<file path="config.mk">
export PLATFORM = sky130hd
export DESIGN_NAME = multicycle_sequencer_flat
export DESIGN_NICKNAME = d
export VERILOG_FILES = /design/src/rtl/multicycle_sequencer_if.sv /design/src/rtl/multicycle_sequencer.sv /design/src/flat_wrapper.sv
export SDC_FILE = /design/constraint.sdc
export NUM_CORES = 1
export LEC_CHECK = 0
export CORE_MARGIN = 8
export CORE_UTILIZATION = 51
export CTS_CLUSTER_DIAMETER = 60
export DETAILED_ROUTE_END_ITERATION = 7
export PLACE_DENSITY = 0.87
export SETUP_SLACK_MARGIN = 0.3
export SLEW_MARGIN = 30
export SYNTH_ARGS = -nofsm -noshare
export SYNTH_HDL_FRONTEND = slang
export SYNTH_SLANG_ARGS = --single-unit
</file>
<file path="constraint.sdc">
create_clock -name clk -period 2.5 [get_ports clk]
set_clock_uncertainty 0.1 [all_clocks]
set_input_delay 0.75 -clock clk [delete_from_list [all_inputs] [get_ports clk]]
set_output_delay 0.75 -clock clk [all_outputs]
set_load 0.02 [all_outputs]
</file>
<file path="src/rtl/multicycle_sequencer_if.sv">
// Bus between the multicycle sequencer and the core around it:
// ROM fetch, decoder flags, branch inputs, data-memory handshake and status.
// master: sequencer side (drives PC, IR, strobes, status).
// slave:  core/memory side (drives start, instr, dec_*, br_*, mem_ack).
interface multicycle_sequencer_if #(
    parameter int D  = 10,
    parameter int IW = 9,
    parameter int CW = 16
);
    logic          start;
    logic [IW-1:0] instr;
    logic          dec_halt;
    logic          dec_mem;
    logic          dec_store;
    logic          dec_regw;
    logic          dec_branch;
    logic          dec_rel;
    logic          br_taken;
    logic [D-1:0]  br_target;
    logic          mem_ack;
    logic [D-1:0]  prog_ctr;
    logic [IW-1:0] ir;
    logic          mem_req;
    logic          mem_we;
    logic          rf_we;
    logic          alu_en;
    logic          busy;
    logic          done;
    logic          error;
    logic [CW-1:0] cycle_count;

    modport master (
        input  start, instr, dec_halt, dec_mem, dec_store, dec_regw,
               dec_branch, dec_rel, br_taken, br_target, mem_ack,
        output prog_ctr, ir, mem_req, mem_we, rf_we, alu_en, busy, done,
               error, cycle_count
    );

    modport slave (
        output start, instr, dec_halt, dec_mem, dec_store, dec_regw,
               dec_branch, dec_rel, br_taken, br_target, mem_ack,
        input  prog_ctr, ir, mem_req, mem_we, rf_we, alu_en, busy, done,
               error, cycle_count
    );
endinterface

</file>
<file path="src/rtl/multicycle_sequencer.sv">
// Multicycle control sequencer: owns PC, IR and datapath strobes (F/D/E/M/W FSM).
// Ports: clk, reset (async, active-high), bus (multicycle_sequencer_if.master).
// Latency: ALU 4, load 4+n, store 3+n, halt 2 cycles; MEM waits up to TMO cycles for ack.
module multicycle_sequencer #(
    parameter int D   = 10,
    parameter int IW  = 9,
    parameter int CW  = 16,
    parameter int TMO = 8
) (
    input  logic                  clk,
    input  logic                  reset,
    multicycle_sequencer_if.master bus
);
    localparam int TW = $clog2(TMO + 1);

    localparam logic [2:0] S_IDLE   = 3'd0;
    localparam logic [2:0] S_FETCH  = 3'd1;
    localparam logic [2:0] S_DECODE = 3'd2;
    localparam logic [2:0] S_EXEC   = 3'd3;
    localparam logic [2:0] S_MEM    = 3'd4;
    localparam logic [2:0] S_WB     = 3'd5;
    localparam logic [2:0] S_HALT   = 3'd6;
    localparam logic [2:0] S_ERR    = 3'd7;

    logic [2:0]    state;
    logic [D-1:0]  prog_ctr;
    logic [IW-1:0] ir;
    logic [CW-1:0] cycle_count;
    logic [TW-1:0] timer;
    logic          mem_r, store_r, regw_r, branch_r, rel_r;
    logic          taken;
    logic [D-1:0]  target;
    logic [D-1:0]  pc_next;
    logic          busy;

    // FETCH..WB occupy the contiguous encodings 1..5
    assign busy = (state >= S_FETCH) && (state <= S_WB);

    always_comb begin
        pc_next = prog_ctr + D'(1);
        if (taken && rel_r)
            pc_next = prog_ctr + target;
        else if (taken)
            pc_next = target;
    end

    always_ff @(posedge clk or posedge reset) begin
        if (reset) begin
            state       <= S_IDLE;
            prog_ctr    <= '0;
            ir          <= '0;
            cycle_count <= '0;
            timer       <= '0;
            mem_r       <= 1'b0;
            store_r     <= 1'b0;
            regw_r      <= 1'b0;
            branch_r    <= 1'b0;
            rel_r       <= 1'b0;
            taken       <= 1'b0;
            target      <= '0;
        end else begin
            if (busy && (cycle_count != {CW{1'b1}}))
                cycle_count <= cycle_count + CW'(1);
            case (state)
                S_IDLE, S_HALT: begin
                    if (bus.start) begin
                        state       <= S_FETCH;
                        prog_ctr    <= '0;
                        cycle_count <= '0;
                    end
                end
                S_FETCH: begin
                    ir    <= bus.instr;
                    state <= S_DECODE;
                end
                S_DECODE: begin
                    mem_r    <= bus.dec_mem;
                    store_r  <= bus.dec_store;
                    regw_r   <= bus.dec_regw;
                    branch_r <= bus.dec_branch;
                    rel_r    <= bus.dec_rel;
                    state    <= bus.dec_halt ? S_HALT : S_EXEC;
                end
                S_EXEC: begin
                    taken  <= branch_r & bus.br_taken;
                    target <= bus.br_target;
                    timer  <= TW'(1);
                    state  <= mem_r ? S_MEM : S_WB;
                end
                S_MEM: begin
                    // ack is checked before the limit so an ack on the last
                    // permitted cycle still completes the access
                    if (bus.mem_ack) begin
                        if (store_r) begin
                            prog_ctr <= pc_next;
                            state    <= S_FETCH;
                        end else begin
                            state <= S_WB;
                        end
                    end else if (timer == TW'(TMO)) begin
                        state <= S_ERR;
                    end else begin
                        timer <= timer + TW'(1);
                    end
                end
                S_WB: begin
                    prog_ctr <= pc_next;
                    state    <= S_FETCH;
                end
                S_ERR: state <= S_ERR;
                default: state <= S_IDLE;
            endcase
        end
    end

    // Moore outputs only: nothing here depends combinationally on inputs
    assign bus.prog_ctr    = prog_ctr;
    assign bus.ir          = ir;
    assign bus.cycle_count = cycle_count;
    assign bus.busy        = busy;
    assign bus.alu_en      = (state == S_EXEC);
    assign bus.mem_req     = (state == S_MEM);
    assign bus.mem_we      = (state == S_MEM) && store_r;
    assign bus.rf_we       = (state == S_WB) && regw_r;
    assign bus.done        = (state == S_HALT);
    assign bus.error       = (state == S_ERR);
endmodule

</file>
<file path="src/flat_wrapper.sv">
// flat-port wrapper written by rule: the top's interface ports become plain ports
module multicycle_sequencer_flat 
#(
    parameter int D   = 10,
    parameter int IW  = 9,
    parameter int CW  = 16,
    parameter int TMO = 8
)
  (clk, reset, bus_start, bus_instr, bus_dec_halt, bus_dec_mem, bus_dec_store, bus_dec_regw, bus_dec_branch, bus_dec_rel, bus_br_taken, bus_br_target, bus_mem_ack, bus_prog_ctr, bus_ir, bus_mem_req, bus_mem_we, bus_rf_we, bus_alu_en, bus_busy, bus_done, bus_error, bus_cycle_count);
  multicycle_sequencer_if #(.D(D), .IW(IW), .CW(CW)) bus_i ();
  input  logic clk;
  input  logic reset;
  input wire logic [$bits(bus_i.start)-1:0] bus_start;
  input wire logic [$bits(bus_i.instr)-1:0] bus_instr;
  input wire logic [$bits(bus_i.dec_halt)-1:0] bus_dec_halt;
  input wire logic [$bits(bus_i.dec_mem)-1:0] bus_dec_mem;
  input wire logic [$bits(bus_i.dec_store)-1:0] bus_dec_store;
  input wire logic [$bits(bus_i.dec_regw)-1:0] bus_dec_regw;
  input wire logic [$bits(bus_i.dec_branch)-1:0] bus_dec_branch;
  input wire logic [$bits(bus_i.dec_rel)-1:0] bus_dec_rel;
  input wire logic [$bits(bus_i.br_taken)-1:0] bus_br_taken;
  input wire logic [$bits(bus_i.br_target)-1:0] bus_br_target;
  input wire logic [$bits(bus_i.mem_ack)-1:0] bus_mem_ack;
  output wire logic [$bits(bus_i.prog_ctr)-1:0] bus_prog_ctr;
  output wire logic [$bits(bus_i.ir)-1:0] bus_ir;
  output wire logic [$bits(bus_i.mem_req)-1:0] bus_mem_req;
  output wire logic [$bits(bus_i.mem_we)-1:0] bus_mem_we;
  output wire logic [$bits(bus_i.rf_we)-1:0] bus_rf_we;
  output wire logic [$bits(bus_i.alu_en)-1:0] bus_alu_en;
  output wire logic [$bits(bus_i.busy)-1:0] bus_busy;
  output wire logic [$bits(bus_i.done)-1:0] bus_done;
  output wire logic [$bits(bus_i.error)-1:0] bus_error;
  output wire logic [$bits(bus_i.cycle_count)-1:0] bus_cycle_count;
  assign bus_i.start = bus_start;
  assign bus_i.instr = bus_instr;
  assign bus_i.dec_halt = bus_dec_halt;
  assign bus_i.dec_mem = bus_dec_mem;
  assign bus_i.dec_store = bus_dec_store;
  assign bus_i.dec_regw = bus_dec_regw;
  assign bus_i.dec_branch = bus_dec_branch;
  assign bus_i.dec_rel = bus_dec_rel;
  assign bus_i.br_taken = bus_br_taken;
  assign bus_i.br_target = bus_br_target;
  assign bus_i.mem_ack = bus_mem_ack;
  assign bus_prog_ctr = bus_i.prog_ctr;
  assign bus_ir = bus_i.ir;
  assign bus_mem_req = bus_i.mem_req;
  assign bus_mem_we = bus_i.mem_we;
  assign bus_rf_we = bus_i.rf_we;
  assign bus_alu_en = bus_i.alu_en;
  assign bus_busy = bus_i.busy;
  assign bus_done = bus_i.done;
  assign bus_error = bus_i.error;
  assign bus_cycle_count = bus_i.cycle_count;
  multicycle_sequencer #(.D(D), .IW(IW), .CW(CW), .TMO(TMO)) u_core (.clk(clk), .reset(reset), .bus(bus_i));
endmodule
</file>
## Word level (Yosys, flattened, before mapping)

Cells that the tools add are included.

- Register bits after elaboration: 58
- Input port bits: 30
- Output and inout bits: 42
- Word-level logic and storage cells: 65

- Add/subtract/negate cells: 4
- Order comparisons: 2
- Equality and inequality tests: 15
- Mux-type cells: 19
- Bitwise operators: 1
- Reduce and logical (&&, ||, !) cells: 12

Operator list:

| kind | count |
|---|---|
| 10-bit 2-to-1 mux | 5 |
| 16-bit 2-to-1 mux | 3 |
| 10-bit one-hot mux with 3 select lines | 1 |
| 3-bit one-hot mux with 7 select lines | 1 |
| 16-bit by 1-bit adder with 16-bit output, second input constant | 1 |
| 16-bit != test, second input constant | 1 |
| 3-bit 2-to-1 mux | 5 |
| 3-bit == test, second input constant | 4 |
| 10-bit by 1-bit adder with 10-bit output, second input constant | 1 |
| 10-bit adder | 1 |
| 4-bit 2-to-1 mux | 2 |
| 2-bit != test, second input constant | 4 |
| 4-bit one-hot mux with 2 select lines | 1 |
| 3-bit by 2-bit == test with 1-bit output, second input constant | 2 |
| 1-bit logical AND | 5 |
| 4-bit by 1-bit adder with 4-bit output, second input constant | 1 |
| 4-bit == test, second input constant | 1 |
| 4-bit AND reduction | 1 |
| 3-bit by 1-bit == test with 1-bit output, second input constant | 1 |
| 3-bit by 1-bit greater-or-equal comparator with 1-bit output, second input constant | 1 |
| 3-bit less-or-equal comparator, second input constant | 1 |
| 3-bit logical NOT | 1 |
| 3-bit by 2-bit != test with 1-bit output, second input constant | 1 |
| 3-bit AND reduction | 1 |
| 7 further kinds | 7 |

## Logic depth before layout (Yosys ltp)

- Depth after elaboration: 6
- Depth in mapped cells: 9
- Depth with buffers taken out: 9

## Worst setup path after synthesis

Ideal clock, no wire load.

- Kind: register to register
- From: reg u_core.prog_ctr[0] (netlist: u_core.bus.prog_ctr[0])
- To: reg u_core.prog_ctr[6] (netlist: u_core.bus.prog_ctr[6])
- Library setup time: 0.126 ns
- Arrival time: 2.105 ns
- Data required time: 2.274 ns
- Path slack: 0.169 ns
- Cell stages (with the launch flop): 10
- Buffers on the path: 0
- Clock period less this slack: 2.331 ns
- Cell sequence: dfrtp_1 -> ha_1 -> inv_1 -> fa_1 -> and2b_1 -> o2111ai_1 -> nand3b_1 -> xnor2_1 -> a211oi_1 -> a221o_1

- Word-level cells in the longest chain between the ends: 6
- Elaborated cells between the ends (all ways): 7
- Classes of those cells: 2 x add/sub; 5 x mux

RTL lines:

| item | RTL line | RTL |
|---|---|---|
| from (decl) | multicycle_sequencer.sv:26 | `logic [D-1:0] prog_ctr;` |
| from (signal assigned) | multicycle_sequencer.sv:95 | `prog_ctr <= pc_next;` |
| from (signal assigned) | multicycle_sequencer.sv:107 | `prog_ctr <= pc_next;` |
| 10-bit by 1-bit adder with 10-bit output | multicycle_sequencer.sv:40 | `pc_next = prog_ctr + D'(1);` |
| 10-bit 2-to-1 mux | multicycle_sequencer.sv:43 | `else if (taken)` |
| 10-bit 2-to-1 mux * | multicycle_sequencer.sv:41 | `if (taken && rel_r)` |
| 10-bit 2-to-1 mux | multicycle_sequencer.sv:94 | `if (store_r) begin` |
| 10-bit 2-to-1 mux | multicycle_sequencer.sv:93 | `if (bus.mem_ack) begin` |
| 10-bit one-hot mux with 3 select lines * | multicycle_sequencer.sv:64 | `case (state)` |

Every way passes the cells marked *; elsewhere a longest branch is shown, timed or not. The select of a mux whose other input is x is not followed.
A chain may end at the register's enable or synchronous reset.

## Worst setup path in the final report

Ends and elaborated chain as after synthesis.

==> flow_metrics.py <==
metrics = {
    "status": {
        "status": "complete, no violations",
    },
    "setup_path": {
        "path_cells": "ha_4, inv_2, fa_2, and2b_2, o2111ai_2, nand3b_1, xnor2_2, a211oi_2, a221o_1",
        "cp-endpoint": "u_core.bus.prog_ctr[6]$_DFFE_PP0P_",
        "cpPeakStageDelay_ns": 0.42,
        "critPathSlowestCell": "dfrtp_2",
        "path_class": "flip-flop to flip-flop",
        "rrSetupSlack_ns": 0.19,
        "r2r_end": "u_core.bus.prog_ctr[6]$_DFFE_PP0P_",
        "startpoint": "u_core.bus.prog_ctr[0]$_DFFE_PP0P_",
        "critPathBufInv": 1,
        "cp_top_family": "compound AO/OA/AOI/OAI gates",
        "required_ns": 2.63,
        "cp-start-kind": "flip-flop",
        "r2r-start": "u_core.bus.prog_ctr[0]$_DFFE_PP0P_",
        "endpoint_kind": "flip-flop",
        "cp.depth": 9,
        "arrival_ns": 2.43,
        "ff2ff_path_depth": 9,
        "worstPathMaxFanout": 2,
    },
    "finish": {
        "fin_nets": 494,
        "fin_util_pct": 72.0,
        "diodes": 0,
        "areaGrowthSynthToFinish_pct": 36.8,
        "drive_gt1_share_pct": 21.8,
    },
    "synth": {
        "synth_top_area_share_pct": 43.4,
        "syn_nets": 394,
        "synth_edf_count": 0,
        "async_flop_share_pct": 100,
        "netlist_top_cells_area": "dfrtp_1 43%, nand2_1 5.7%, mux2_2 5.1%, xor2_1 5.0%, ha_1 4.9%",
        "ys_ff_latch": 58,
        "yosysTopAreaCell": "dfrtp_1",
        "synth_flop_cell": "dfrtp_1",
        "netlist_instances": 350,
        "ys_warn_count": 0,
        "synthesis.area_sq_um": 3340,
        "synthDistinctLibCells": 54,
        "yosysMostFrequentCell": "dfrtp_1",
        "yosysSeqAreaShare_pct": 43.4,
        "synth_common_cells": "58 x dfrtp_1, 51 x nand2_1, 33 x nor2_1, 21 x o21ai_0, 19 x xor2_1",
        "postSynthAreaPerCell_sq_um": 9.55,
    },
    "grt": {
        "grt_max_degree": 59,
        "grt_pass1_vias": 3007,
        "track_usage_pct": 19.2,
        "overflow": 0,
        "grt_pass1_wl_um": 15000,
        "antenna_found_initial": 0,
    },
    "routing": {
        "drt_iter0_drc": 216,
        "wl_met3_um": 619,
        "wire_per_inst_um": 18.2,
        "vias": 3082,
        "firstDrtPassIters": 7,
        "drt-met1-wl_um": 3830,
        "ant_nets": 0,
        "dr_wl_met2_um": 4940,
        "drc_errors": 0,
        "viasPerCell": 5.79,
        "wirelength_um": 9710,
        "routed.top_layer": "met4",
    },
    "clocking": {
        "root_buffer": "clkbuf_8",
        "cts_hold_buf": 0,
        "clkSinkCount": 58,
        "htreeDepth": 3,
        "cts_buffer_depth": 2,
        "clk_latency_ns": 0.35,
        "clk_pin_slew_ns": 0.07,
        "cts_tree": "yes",
        "cts_buffers": 9,
    },
    "floorplan": {
        "die_w_um": 97.0,
        "core-area_sq_um": 6350,
        "initial_core_util_pct": 52.6,
        "die_area_sq_um": 9400,
        "die_h_um": 97.0,
        "io_pins": 72,
        "rows": 29,
    },
    "sta": {
        "hold_violations": 0,
        "fmax_mhz": 434,
        "layout_min_cycle_time_ns": 2.31,
        "tightest_slew_ns": 0.694,
        "timing.final.max_slew_violations": 0,
        "finalCritPeriodShare_pct": 92.2,
        "fin_setup_tns_ns": 0,
        "relSlewSlack_pct": 53.8,
        "rsz0062_at_grt": "yes",
        "setup_viol": 0,
    },
    "power_and_ir_drop": {
        "power_density_nw_per_um2": 1240,
        "p_leak_nw": 2.17,
        "max-vdd-ir-drop_v": 0.000765,
    },
    "hold_path": {
        "hold_class": "flip-flop to flip-flop",
    },
    "flow_run": {
        "max-cap-violations": 0,
    },
    "placement": {
        "hpwlAfterDp_um": 6430,
        "port_buffers": 71,
        "place.gp.congestion": 0.909,
    },
}
==> report_power, final <==
part	internal [mW]	switching, mW	total, mW
Clock	0.484	0.391	0.875
Combinational	1.40	1.63	3.04
Sequential	1.30	0.443	1.74
==> cells in the final DEF, fill, tap and decap left out, types with 9 or more instances in the layout <==
cell             instances
nor2_1                  32
xor2_1                  19
buf_4                   27
o21ai_0                 21
clkbuf_8                10
clkdlybuf4s50_1         36
and3_1                   9
dlygate4sd2_1           27
a21oi_1                 10
dfrtp_1                 54
ha_1                    11
nand2_1                 51
mux2_2                  15
==> metrics by stage <==
step	instance area (sq um)	worst slack [ns]	hold WS [ns]	power [mW]	std cells
CTS	4480	0.157	0.414	5.39	525
global placement	4210	0.120	0.377	4.29	499
global route	4570	0.0994	0.432	5.99	532
detailed placement	4210	0.0660	0.398	4.43	499
finish	4570	0.195	0.410	5.65	532
floorplan	3350	0.257	0.362	3.41	350
==> final cells by class <==
class                   instances  area (sq um)
multi-input cells             268          1870
flip-flops and latches         58          1460
inverters                      10          41.3
fillers                       432          1780
clock buffers                  11           141
well taps                      77          96.3
clock inverters                 5          53.8
repair buffers                103           918
==> how the worst min path moves through the flow <==
stage                                       startpoint                            to  slack [ns]  depth (start not counted)
after floorplan            u_core.branch_r$_DFFE_PP0N_      u_core.taken$_DFFE_PP0P_        0.36                          2
final                     u_core.bus.ir[7]$_DFFE_PP0P_  u_core.bus.ir[7]$_DFFE_PP0P_        0.41                          1
after detailed placement  u_core.bus.ir[4]$_DFFE_PP0P_  u_core.bus.ir[4]$_DFFE_PP0P_        0.40                          1
after global routing      u_core.bus.ir[2]$_DFFE_PP0P_  u_core.bus.ir[2]$_DFFE_PP0P_        0.43                          1
after CTS                 u_core.bus.ir[7]$_DFFE_PP0P_  u_core.bus.ir[7]$_DFFE_PP0P_        0.41                          1
after global placement     u_core.branch_r$_DFFE_PP0N_      u_core.taken$_DFFE_PP0P_        0.38                          2
==> state kept, by name, indices dropped and copies added (netlist names) <==
| signal | cells |
|---|---|
| u_core.branch_r | 1 |
| u_core.mem_r | 1 |
| u_core.bus.prog_ctr | 10 |
| u_core.rel_r | 1 |
| u_core.regw_r | 1 |
| u_core.taken | 1 |
| u_core.bus.cycle_count | 16 |
| u_core.bus.ir | 9 |
| u_core.timer | 4 |
| u_core.store_r | 1 |
| u_core.state | 3 |
| u_core.target | 10 |
==> cells by family (layout without fill, tap and decap cells) <==
group	count (synthesis)	after routing	share of synthesized area [%]
AO/OA/AOI/OAI	62	62	12.4
XOR/XNOR	29	29	7.83
adder cells (fa/ha/maj)	14	14	5.47
buffers and inverters	24	129	3.14
flip-flops	58	58	43.4
multiplexers	20	20	6.55
AND/OR/NAND/NOR	143	143	21.2
==> worst register-to-register path: stages, from the launching register on <==
cell and delay, ns:
dfrtp_2 0.42, ha_4 0.16, inv_2 0.05, fa_2 0.19, and2b_2 0.24, o2111ai_2 0.16
nand3b_1 0.19, xnor2_2 0.28, a211oi_2 0.10, a221o_1 0.29
==> layer usage <==
metal,vias to the layer above,global-route usage (%)
met2,116,30.9
met5,-,0
li1,1428,-
met4,0,9.47
met3,33,5.69
met1,1505,22.8
==> what timing repair did <==
item / CTS / global route
setup buffers: 10 / 7
pin swaps: 10 / 10
endpoints found under the setup margin: 37 / 13
endpoints found under the hold margin: 0 / 0
resized for setup: 57 / 27
(Power assumes the default switching activity.)
